===== src/rtl/shift_rows_engine.sv =====
// Registered ShiftRows / InvShiftRows stage for NB = 4..8 column Rijndael states,
// with valid/ready handshakes and a 2-entry output buffer for bubble-free streaming.
module shift_rows_engine #(
    parameter int NB    = 4,
    parameter int TAG_W = 4
) (
    input  logic              clk,
    input  logic              rst_n,
    input  logic              inValid,
    output logic              inReady,
    input  logic              inverse,
    input  logic [TAG_W-1:0]  inTag,
    input  logic [32*NB-1:0]  currentState,
    input  logic              flush,
    output logic              outValid,
    input  logic              outReady,
    output logic [32*NB-1:0]  newState,
    output logic [TAG_W-1:0]  outTag,
    output logic              outInverse,
    output logic [15:0]       xferCount
);

    // state  | meaning
    // EMPTY  | no buffered entries, outputs idle
    // ONE    | head entry valid, tail free
    // FULL   | head and tail valid, upstream stalled

    localparam int W    = 32 * NB;
    localparam int OFF2 = (NB == 8) ? 3 : 2;
    localparam int OFF3 = (NB >= 7) ? 4 : 3;

    generate
        if (NB < 4 || NB > 8) begin : gBadNb
            $error("shift_rows_engine: NB must be in 4..8");
        end
        if (TAG_W < 1 || TAG_W > 16) begin : gBadTag
            $error("shift_rows_engine: TAG_W must be in 1..16");
        end
    endgenerate

    typedef enum logic [1:0] {
        EMPTY = 2'd0,
        ONE   = 2'd1,
        FULL  = 2'd2
    } fillState_t;

    fillState_t state;
    fillState_t nextState;

    logic [W-1:0]     fwdState;
    logic [W-1:0]     invState;
    logic [W-1:0]     shifted;

    logic [W-1:0]     headState;
    logic [TAG_W-1:0] headTag;
    logic             headInv;
    logic [W-1:0]     tailState;
    logic [TAG_W-1:0] tailTag;
    logic             tailInv;

    logic             rdyArm;
    logic             push;
    logic             pop;
    logic             loadHeadIn;
    logic             loadHeadTail;
    logic             loadTail;

    // Both permutations are pure wiring; only the final select costs logic.
    generate
        for (genvar r = 0; r < 4; r++) begin : gRow
            localparam int OFF = (r == 0) ? 0 : (r == 1) ? 1 : (r == 2) ? OFF2 : OFF3;
            for (genvar c = 0; c < NB; c++) begin : gCol
                localparam int FSRC = (c + OFF) % NB;
                localparam int ISRC = (c + NB - OFF) % NB;
                assign fwdState[W-1-32*c-8*r -: 8] = currentState[W-1-32*FSRC-8*r -: 8];
                assign invState[W-1-32*c-8*r -: 8] = currentState[W-1-32*ISRC-8*r -: 8];
            end
        end
    endgenerate

    assign shifted = inverse ? invState : fwdState;

    always_ff @(posedge clk or negedge rst_n) begin
        if (!rst_n) begin
            state  <= EMPTY;
            rdyArm <= 1'b0;
        end else begin
            state  <= nextState;
            rdyArm <= 1'b1;
        end
    end

    always_comb begin
        nextState = state;
        if (flush) begin
            nextState = EMPTY;
        end else begin
            case (state)
                EMPTY: if (push) nextState = ONE;
                ONE: begin
                    if (push && !pop) nextState = FULL;
                    else if (!push && pop) nextState = EMPTY;
                end
                FULL:  if (pop) nextState = ONE;
                default: nextState = EMPTY;
            endcase
        end
    end

    // inReady depends only on flops, so outReady never reaches it combinationally.
    always_comb begin
        inReady      = rdyArm && (state != FULL);
        outValid     = (state != EMPTY);
        push         = inValid && inReady && !flush;
        pop          = outValid && outReady;
        loadHeadIn   = push && ((state == EMPTY) || ((state == ONE) && pop));
        loadTail     = push && (state == ONE) && !pop;
        loadHeadTail = pop && (state == FULL);
    end

    always_ff @(posedge clk or negedge rst_n) begin
        if (!rst_n) begin
            headState <= '0;
            headTag   <= '0;
            headInv   <= 1'b0;
            tailState <= '0;
            tailTag   <= '0;
            tailInv   <= 1'b0;
        end else begin
            if (loadHeadIn) begin
                headState <= shifted;
                headTag   <= inTag;
                headInv   <= inverse;
            end else if (loadHeadTail) begin
                headState <= tailState;
                headTag   <= tailTag;
                headInv   <= tailInv;
            end
            if (loadTail) begin
                tailState <= shifted;
                tailTag   <= inTag;
                tailInv   <= inverse;
            end
        end
    end

    // A pop coinciding with flush is still a completed handshake.
    always_ff @(posedge clk or negedge rst_n) begin
        if (!rst_n) begin
            xferCount <= 16'd0;
        end else if (pop) begin
            xferCount <= xferCount + 16'd1;
        end
    end

    assign newState   = headState;
    assign outTag     = headTag;
    assign outInverse = headInv;

endmodule


===== config.mk =====
export PLATFORM = sky130hd
export DESIGN_NAME = shift_rows_engine
export DESIGN_NICKNAME = d
export VERILOG_FILES = /design/src/rtl/shift_rows_engine.sv
export SDC_FILE = /design/constraint.sdc
export NUM_CORES = 1
export LEC_CHECK = 0
export BUFFER_PORTS_ARGS = -buffer_cell sky130_fd_sc_hd__buf_2
export CAP_MARGIN = 10
export CORE_MARGIN = 8
export CORE_UTILIZATION = 35
export DETAILED_ROUTE_END_ITERATION = 6
export PLACE_DENSITY = 0.69
export SETUP_SLACK_MARGIN = 0.5
export SLEW_MARGIN = 5
export SYNTH_ARGS = -nofsm -noshare
export SYNTH_HDL_FRONTEND = slang
export SYNTH_SLANG_ARGS = --single-unit
export TNS_END_PERCENT = 100

===== constraint.sdc =====
create_clock -name clk -period 1.6 [get_ports clk]
set_input_delay 0.32 -clock clk [delete_from_list [all_inputs] [get_ports clk]]
set_output_delay 0.32 -clock clk [all_outputs]
set_load 0.005 [all_outputs]

# Word level (Yosys, flattened, before mapping)
# Cells that the tools add are included.
word_totals:
  reg_bits: 285
  in_bits: 138
  out_inout_bits: 151
  elab_cells: 48
op_classes:
  add_sub_neg: 1
  eq_ne: 6
  n_mux: 13
  n_reduce_logical: 19
ops:
  columns: ["op", "n"]
  rows:
  - ["128-bit 2-to-1 mux", 2]
  - ["120-bit 2-to-1 mux", 1]
  - ["16-bit by 1-bit adder with 16-bit output (second input constant)", 1]
  - ["1-bit logical AND", 11]
  - ["2-bit 2-to-1 mux", 5]
  - ["4-bit 2-to-1 mux", 2]
  - ["3-bit != test (second input constant)", 2]
  - ["2-bit one-hot mux with 3 select lines", 1]
  - ["4-bit != test (second input constant)", 1]
  - ["2-bit nonzero test", 2]
  - ["1-bit logical NOT", 3]
  - ["3-bit AND reduction", 1]
  - ["2-bit by 1-bit == test with 1-bit output (second input constant)", 1]
  - ["2-bit == test (second input constant)", 1]
  - ["2-bit logical NOT", 1]
  - ["1-bit 2-to-1 mux", 2]
  - ["2-bit != test (second input constant)", 1]
  - ["1-bit logical OR", 1]

# Logic depth before layout (Yosys ltp)
# Gate-level depths: netlist of the first run.
depth:
  depth_word: 10
  ltp_mapped: 8
  mapped_depth_nobuf: 5

# Least setup slack after synthesis of the first run
# Ideal clock, no wire load.
synth_timing:
  path_type: "reg2reg"
  start: "reg state[1]"
  end: "reg headState[87], in the netlist newState[87]"
  setup_time_ns: 0.126
  t_arrival_ns: 1.524
  required_time_ns: 1.474
  setup_slack_ns: -0.050
  stages_incl_launch_ff: 7
  path_buffers: 3
  synth_period_minus_slack_ns: 1.650
  cell_sequence: "dfrtp_1 > buf_4 > and4bb_1 > a21oi_2 > buf_4 > buf_2 > a221o_1"
synth_between:
  elab_chain_cells: 6
  elab_cells_between_ends: 15
  cone_classes: "3 x eq/ne; 1 x mux; 11 x reduce/logical"
synth_lines:
  columns: ["item", "line", "source"]
  rows:
  - ["from (decl)", "47", "fillState_t state;"]
  - ["from (signal assigned)", "88", "state <= nextState;"]
  - ["2-bit != test or 2-bit nonzero test (tied branches)", "112, 113", null]
  - ["1-bit logical AND, on equally long branches", "112, 115", null]
  - ["1-bit logical AND, on equally long branches", "114, 116", null]
  - ["1-bit logical AND or 1-bit logical OR (tied branches)", "114, 116", null]
  - ["1-bit logical AND", "116", "loadHeadIn = push && ((state == EMPTY) || ((state == ONE) && pop));"]
  - ["128-bit 2-to-1 mux or 2-bit nonzero test (tied branches)", null, null]
  - ["to (signal assigned)", "131", "headState <= shifted;"]
  - ["to (signal assigned)", "135", "headState <= tailState;"]
  - ["to (decl)", "54", "logic [W-1:0] headState;"]
# Parallel ways exist; a longest one is shown, timed or not.
# A chain may end at the register's enable or synchronous reset.

# Worst setup path after layout of the first run
layout_timing:
  start: "reg state[1]"
  end: "reg headState[35], in the netlist newState[35]"
# The elaborated chain is that of the path after synthesis.

==> results of run 1 <==
what timing repair did:
| item | in CTS | in global routing |
|---|---|---|
| gates resized for setup | 30 | 115 |
| setup buffers | 8 | 3 |
| endpoints found under the hold margin | 80 | 0 |
| pin swaps | 12 | 92 |
| endpoints found under the setup margin | 432 | 435 |
| gates cloned | 8 | 16 |
| hold buffers | 34 | 0 |
worst min-delay path by stage:
stage	start	endpoint	slack (ns)
6_report	currentState[11]	newState[75]$_DFFE_PN0P_	0.03
3_3_place_gp	rst_n	newState[78]$_DFFE_PN0P_	0.26
2_1_floorplan	rst_n	newState[0]$_DFFE_PN0P_	0.02
3_5_place_dp	rst_n	newState[78]$_DFFE_PN0P_	0.25
5_1_grt	currentState[77]	tailState[13]$_DFFE_PN0P_	0.005
4_1_cts	currentState[109]	newState[45]$_DFFE_PN0P_	0.0009
worst register-to-register path, cell delays in order (launching register included):
cell and delay (ns):
dfrtp_1 0.41, buf_6 0.13, and4bb_4 0.39, a21oi_4 0.12
buf_12 0.19, a221o_1 0.41
power breakdown:
part           leakage [uW]  internal [uW]  switching, uW  total (uW)
clock network      0.000511           4280           2930        7210
registers           0.00367           8590            884        9470
logic               0.00420           1810           1640        3450
total               0.00838          14700           5460       20100
cells by family (layout without fill, tap and decap cells):
| kind of cell | count (synthesis) | after routing | share of synthesized area [%] |
|---|---|---|---|
| adders and majority gates | 1 | 1 | 0.106 |
| buffers and inverters | 74 | 467 | 3.09 |
| other | 1 | 2 | 0.0317 |
| AOI/OAI and AO/OA | 204 | 204 | 13.0 |
| muxes | 134 | 134 | 12.1 |
| and+or+nand+nor | 306 | 307 | 10.2 |
| DFF | 285 | 285 | 60.4 |
| xor gates and xnor gates | 15 | 15 | 1.11 |
layout make-up:
class,count,area [sq um]
Antenna cell,1,2.50
Clock buffer,37,858
Multi-Input combinational cell,662,4720
Tap cell,448,561
Clock inverter,18,179
Timing Repair Buffer,412,3220
Sequential cell,285,7130
Fill cell,2997,16700
state kept, by name, indices dropped and copies added, names as in the netlist:
register / cells
newState: 128
outInverse: 1
outTag: 4
rdyArm: 1
state: 2
tailInv: 1
tailState: 128
tailTag: 4
xferCount: 16
metal layers:
metal,global-route usage [%],vias to the layer above,wire length [microns]
met5,0,-,30
met4,3.51,6,667
met3,4.31,52,2880
met2,27.6,314,18000
met1,22.5,4792,15600
li1,-,4384,-
Yosys cell counts:
library cell | number | area (sq um)
o31ai_1 | 1 | 7.51
o22a_1 | 1 | 8.76
nor2b_1 | 1 | 6.26
mux2_2 | 69 | 777
ha_1 | 1 | 12.5
or2_2 | 1 | 6.26
nor3_1 | 3 | 15.0
clkbuf_1 | 25 | 93.8
xor2_1 | 6 | 52.6
nand2_2 | 1 | 6.26
conb_1 | 1 | 3.75
a22oi_1 | 69 | 518
and4bb_1 | 1 | 12.5
nand2b_1 | 2 | 12.5
nor4_1 | 1 | 6.26
mux2i_1 | 65 | 651
a221o_1 | 64 | 641
and3b_1 | 1 | 8.76
dfrtp_1 | 285 | 7130
buf_4 | 4 | 30.0
nand3_1 | 6 | 30.0
nor2_1 | 68 | 255
o2111ai_1 | 1 | 8.76
and3_1 | 2 | 12.5
buf_2 | 40 | 200
nand4_1 | 3 | 18.8
buf_6 | 3 | 33.8
xnor2_1 | 9 | 78.8
nand2_1 | 214 | 803
buf_1 | 2 | 7.51
o21a_1 | 2 | 15.0
a21oi_2 | 1 | 8.76
and2_1 | 2 | 12.5
o21ai_0 | 65 | 325
through the flow:
stage / cells / instance area (sq um)
floorplan: 1020 / 11900
global placement: 1738 / 14200
detailed placement: 1738 / 14200
CTS: 1843 / 16000
global route: 1862 / 16700
finish: 1863 / 16700
==> flow_summary.json, run 1 <==
{
  "run_status": "finished with violations",
  "violations": "setup timing",
  "syn2layout_area_growth_pct": 41.1,
  "p_per_area_nw_per_um2": 1210,
  "hold_path.class": "in2reg",
  "grt_max_degree": 51,
  "tns_ns": -30.59,
  "viasPerCell": 5.13,
  "initialDrtViolationCount": 405,
  "min_delay_path_depth": 3,
  "p_leak_uw": 0.00838,
  "pre_cts_slack_ns": -0.0911,
  "path_clk_slew_ns": 0.07,
  "numClockSinks": 285,
  "ys_ff_latch": 285,
  "antenna_found_initial": 3,
  "required_ns": 2.02,
  "final_hold_viol_count": 0,
  "arrival_ns": 2.20,
  "critical_path_depth": 5,
  "dp_hpwl_microns": 23200,
  "cts-root-buf": "clkbuf_16",
  "rows": 67,
  "path_delay_family": "compound AO/OA/AOI/OAI gates",
  "max_freq_ghz": 0.560,
  "die-height_microns": 200,
  "slowest_stage": "dfrtp_1",
  "netlist_area_sq_um": 11800,
  "ys_warn_count": 0,
  "r2r_cells": 5,
  "final_cell_mix": "dfrtp_1, buf_2, nand2_1",
  "grt_pass1_vias": 9894,
  "timing.final.ws_setup_ns": -0.187,
  "track_usage_pct": 16.9,
  "wl_per_cell_microns": 19.9,
  "timing.max_cap.violations": 0,
  "avgSynthCellArea_sq_um": 11.6,
  "ant_nets": 0,
  "critPathKind": "reg2reg",
  "gr-total-overflow": 0,
  "fin_util_pct": 50.0,
  "routed_wl_microns": 37200,
  "grt_setup_unrepaired": "yes",
  "startpoint": "state[1]$_DFFE_PN0P_",
  "critPathMaxFanout": 45,
  "htreeDepth": 1,
  "drc_errors": 0,
  "critical_path_buf_inv_count": 2,
  "end_kind": "flip-flop",
  "ios": 289,
  "r2r_slack_ns": -0.19,
  "setup_violations": 268,
  "initial_core_util_pct": 35.4,
  "drive_gt1_share_pct": 41.7,
  "insertion_delay_ns": 0.55,
  "yosysSeqAreaShare_pct": 60.4,
  "period_share_pct": 112,
  "die_w_microns": 200,
  "r2r_start": "state[1]$_DFFE_PN0P_",
  "worstPathCellList": "buf_6 > and4bb_4 > a21oi_4 > buf_12 > a221o_1",
  "firstDrtPassIters": 5,
  "start_kind": "flip-flop",
  "vias": 9548,
  "slew_violations": 0,
  "r2r_end": "newState[35]$_DFFE_PN0P_",
  "final_common_cell": "dfrtp_1",
  "clockBufferDepth": 3,
  "grt_pass1_wl_microns": 54200,
  "holdWs_ns": 0.0305,
  "io_buffers": 288,
  "min_period_ns": 1.79,
  "die_area_sq_um": 39900,
  "power_uw": 20100,
  "worst_ir_drop_vdd_v": 0.000731,
  "max_stage_delay_ns": 0.41,
  "skew_ns": 0.0261,
  "cts_buffers": 30,
  "endpoint": "newState[35]$_DFFE_PN0P_",
  "place_congestion": 0.756,
  "cts_tree": "built",
  "syn-num-nets": 1159,
  "synth.distinct_cells": 34,
  "core-area_sq_um": 33400,
  "final_nets": 1530,
  "synthCells": 1020
}
(Power assumes the default switching activity.)
==> inputs of run 2 (changes only) <==
--- a/config.mk
+++ b/config.mk
@@ -7,10 +7,13 @@
 export LEC_CHECK = 0
 export BUFFER_PORTS_ARGS = -buffer_cell sky130_fd_sc_hd__buf_2
 export CAP_MARGIN = 10
+export CELL_PAD_IN_SITES_DETAIL_PLACEMENT = 1
+export CELL_PAD_IN_SITES_GLOBAL_PLACEMENT = 2
+export CORE_ASPECT_RATIO = 0.6
 export CORE_MARGIN = 8
-export CORE_UTILIZATION = 35
+export CORE_UTILIZATION = 31
 export DETAILED_ROUTE_END_ITERATION = 6
-export PLACE_DENSITY = 0.69
+export PLACE_DENSITY = 0.87
 export SETUP_SLACK_MARGIN = 0.5
 export SLEW_MARGIN = 5
 export SYNTH_ARGS = -nofsm -noshare
==> flow_summary.json, run 2 (synthesis gave the netlist of run 1 again) <==
{
  "arrival_ns": 2.27,
  "vias": 9906,
  "stdcell_area_sq_um": 17400,
  "setup_violations": 267,
  "p_leak_uw": 0.00866,
  "ant_nets": 0,
  "grt_pass1_wl_microns": 65900,
  "drive_gt1_share_pct": 43.4,
  "clockBufferDepth": 3,
  "timing.max_cap.violations": 0,
  "grt_pass1_vias": 10892,
  "place_congestion": 0.762,
  "worst_ir_drop_vdd_v": 0.000665,
  "rows": 55,
  "start_kind": "flip-flop",
  "ios": 289,
  "die-height_microns": 167,
  "hold_path.class": "in2reg",
  "relSlewSlack_pct": 66.2,
  "insertion_delay_ns": 0.57,
  "grt_max_degree": 74,
  "worst_pin_slew_ns": 0.507,
  "r2r_slack_ns": -0.23,
  "syn2layout_area_growth_pct": 47.4,
  "routed_wl_microns": 44200,
  "max_freq_ghz": 0.545,
  "critPathKind": "reg2reg",
  "cts_tree": "built",
  "numClockSinks": 285,
  "track_usage_pct": 18.4,
  "initialDrtViolationCount": 632,
  "final_hold_viol_count": 0,
  "end_kind": "flip-flop",
  "use_met3_pct": 3.64,
  "r2r_cells": 9,
  "htreeDepth": 1,
  "cts-root-buf": "clkbuf_16",
  "antenna_found_initial": 2,
  "io_buffers": 288,
  "slowest_stage": "dfrtp_1",
  "firstDrtPassIters": 5,
  "top_usage_layer": "met2",
  "period_share_pct": 115,
  "required_ns": 2.04,
  "gr-total-overflow": 0,
  "p_per_area_nw_per_um2": 1160,
  "final_nets": 1568,
  "r2r_start": "state[1]$_DFFE_PN0P_",
  "place_area_sq_um": 14300,
  "cts_buffers": 29,
  "slew_violations": 0,
  "r2r_end": "newState[36]$_DFFE_PN0P_",
  "initial_core_util_pct": 31.4,
  "dp_hpwl_microns": 26000,
  "grt_setup_unrepaired": "yes",
  "drc_errors": 0,
  "endpoint": "newState[36]$_DFFE_PN0P_",
  "die_area_sq_um": 44800,
  "timing.final.ws_setup_ns": -0.233,
  "power_uw": 20200,
  "die_w_microns": 268,
  "wl_per_cell_microns": 22.5,
  "max_stage_delay_ns": 0.39,
  "core-area_sq_um": 37600,
  "globalRouteMet2Util_pct": 30.4,
  "violations": "setup timing",
  "min_period_ns": 1.83,
  "use_met1_pct": 24.7,
  "final_cell_mix": "buf_2, dfrtp_1, nand2_1",
  "viasPerCell": 5.04,
  "skew_ns": 0.0215,
  "run_status": "finished with violations",
  "path_clk_slew_ns": 0.07,
  "worstPathCellList": "buf_6 > and4bb_4 > buf_12 > buf_6 > nand2_8 > buf_12 > buf_16 > nor2_4 > a221o_1",
  "startpoint": "state[1]$_DFFE_PN0P_",
  "pre_cts_slack_ns": -0.212,
  "critPathMaxFanout": 8,
  "tns_ns": -34.13
}
-- run 2: cell types whose count changed in the layout (fill, tap and decap cells not counted), moves of 16 or more --
| cell | delta |
|---|---|
| buf_12 | +16 |
| a22oi_1 | +31 |
| nand2_2 | +18 |
| nand2_4 | +21 |
| nor2_1 | -18 |
| a22oi_2 | -31 |
| o21ai_0 | +26 |
| o21ai_1 | -21 |
| nand2_1 | -40 |
-- run 2: critical path, delay by kind of cell (launching register included) --
| kind | cells | cell delay [ns] |
|---|---|---|
| buffers and inverters | 5 | 0.63 |
| DFF | 1 | 0.39 |
| and+or+nand+nor | 3 | 0.38 |
| AOI/OAI and AO/OA | 1 | 0.30 |
-- run 2: where the power goes --
part           switching, uW  total (uW)  internal [uW]  leakage, uW
registers               1020        9600           8590      0.00367
clock network           2950        6750           3800     0.000457
logic                   1810        3850           2040      0.00454
-- run 2: how the worst min path moves through the flow --
stage	start	end	slack, ns	depth (start not counted)
detailed placement	rst_n	tailState[83]$_DFFE_PN0P_	0.17	1
global route	currentState[31]	tailState[31]$_DFFE_PN0P_	0.0002	2
floorplan	rst_n	newState[0]$_DFFE_PN0P_	0.02	0
CTS	inTag[3]	tailTag[3]$_DFFE_PN0P_	0.0007	2
finish	currentState[127]	newState[127]$_DFFE_PN0P_	0.03	3
global placement	rst_n	newState[19]$_DFFE_PN0P_	0.18	1
-- run 2: repair_timing --
action | in CTS | in global routing
endpoints found under the setup margin | 435 | 435
hold buffers | 46 | 0
buffers inserted | 19 | 12
endpoints found under the hold margin | 248 | 0
resized for setup | 77 | 107
pin swaps | 10 | 37
cloned | 19 | 9
-- run 2: final cells by class --
cell class              instances  area (sq um)
repair buffers                452          3910
flip-flops and latches        285          7130
well taps                     513           642
fillers                      4033         20200
clock inverters                 9          76.3
multi-input cells             661          4800
diodes                          2          5.00
clock buffers                  42           845
-- run 2: routing by layer --
metal | vias up | share of wire [%]
li1 | 4448 | -
met1 | 5121 | 44
met2 | 267 | 48
met3 | 70 | 5.5
met4 | 0 | 2.5
met5 | - | 0
-- run 2: through the flow --
step	utilization (%)	hold slack, ns	cells
floorplan	-	0.0244	1020
global placement	38.0	0.177	1806
detailed placement	38.0	0.173	1806
CTS	44.4	0.000655	1941
global route	46.3	0.000232	1964
finish	46.3	0.0281	1964
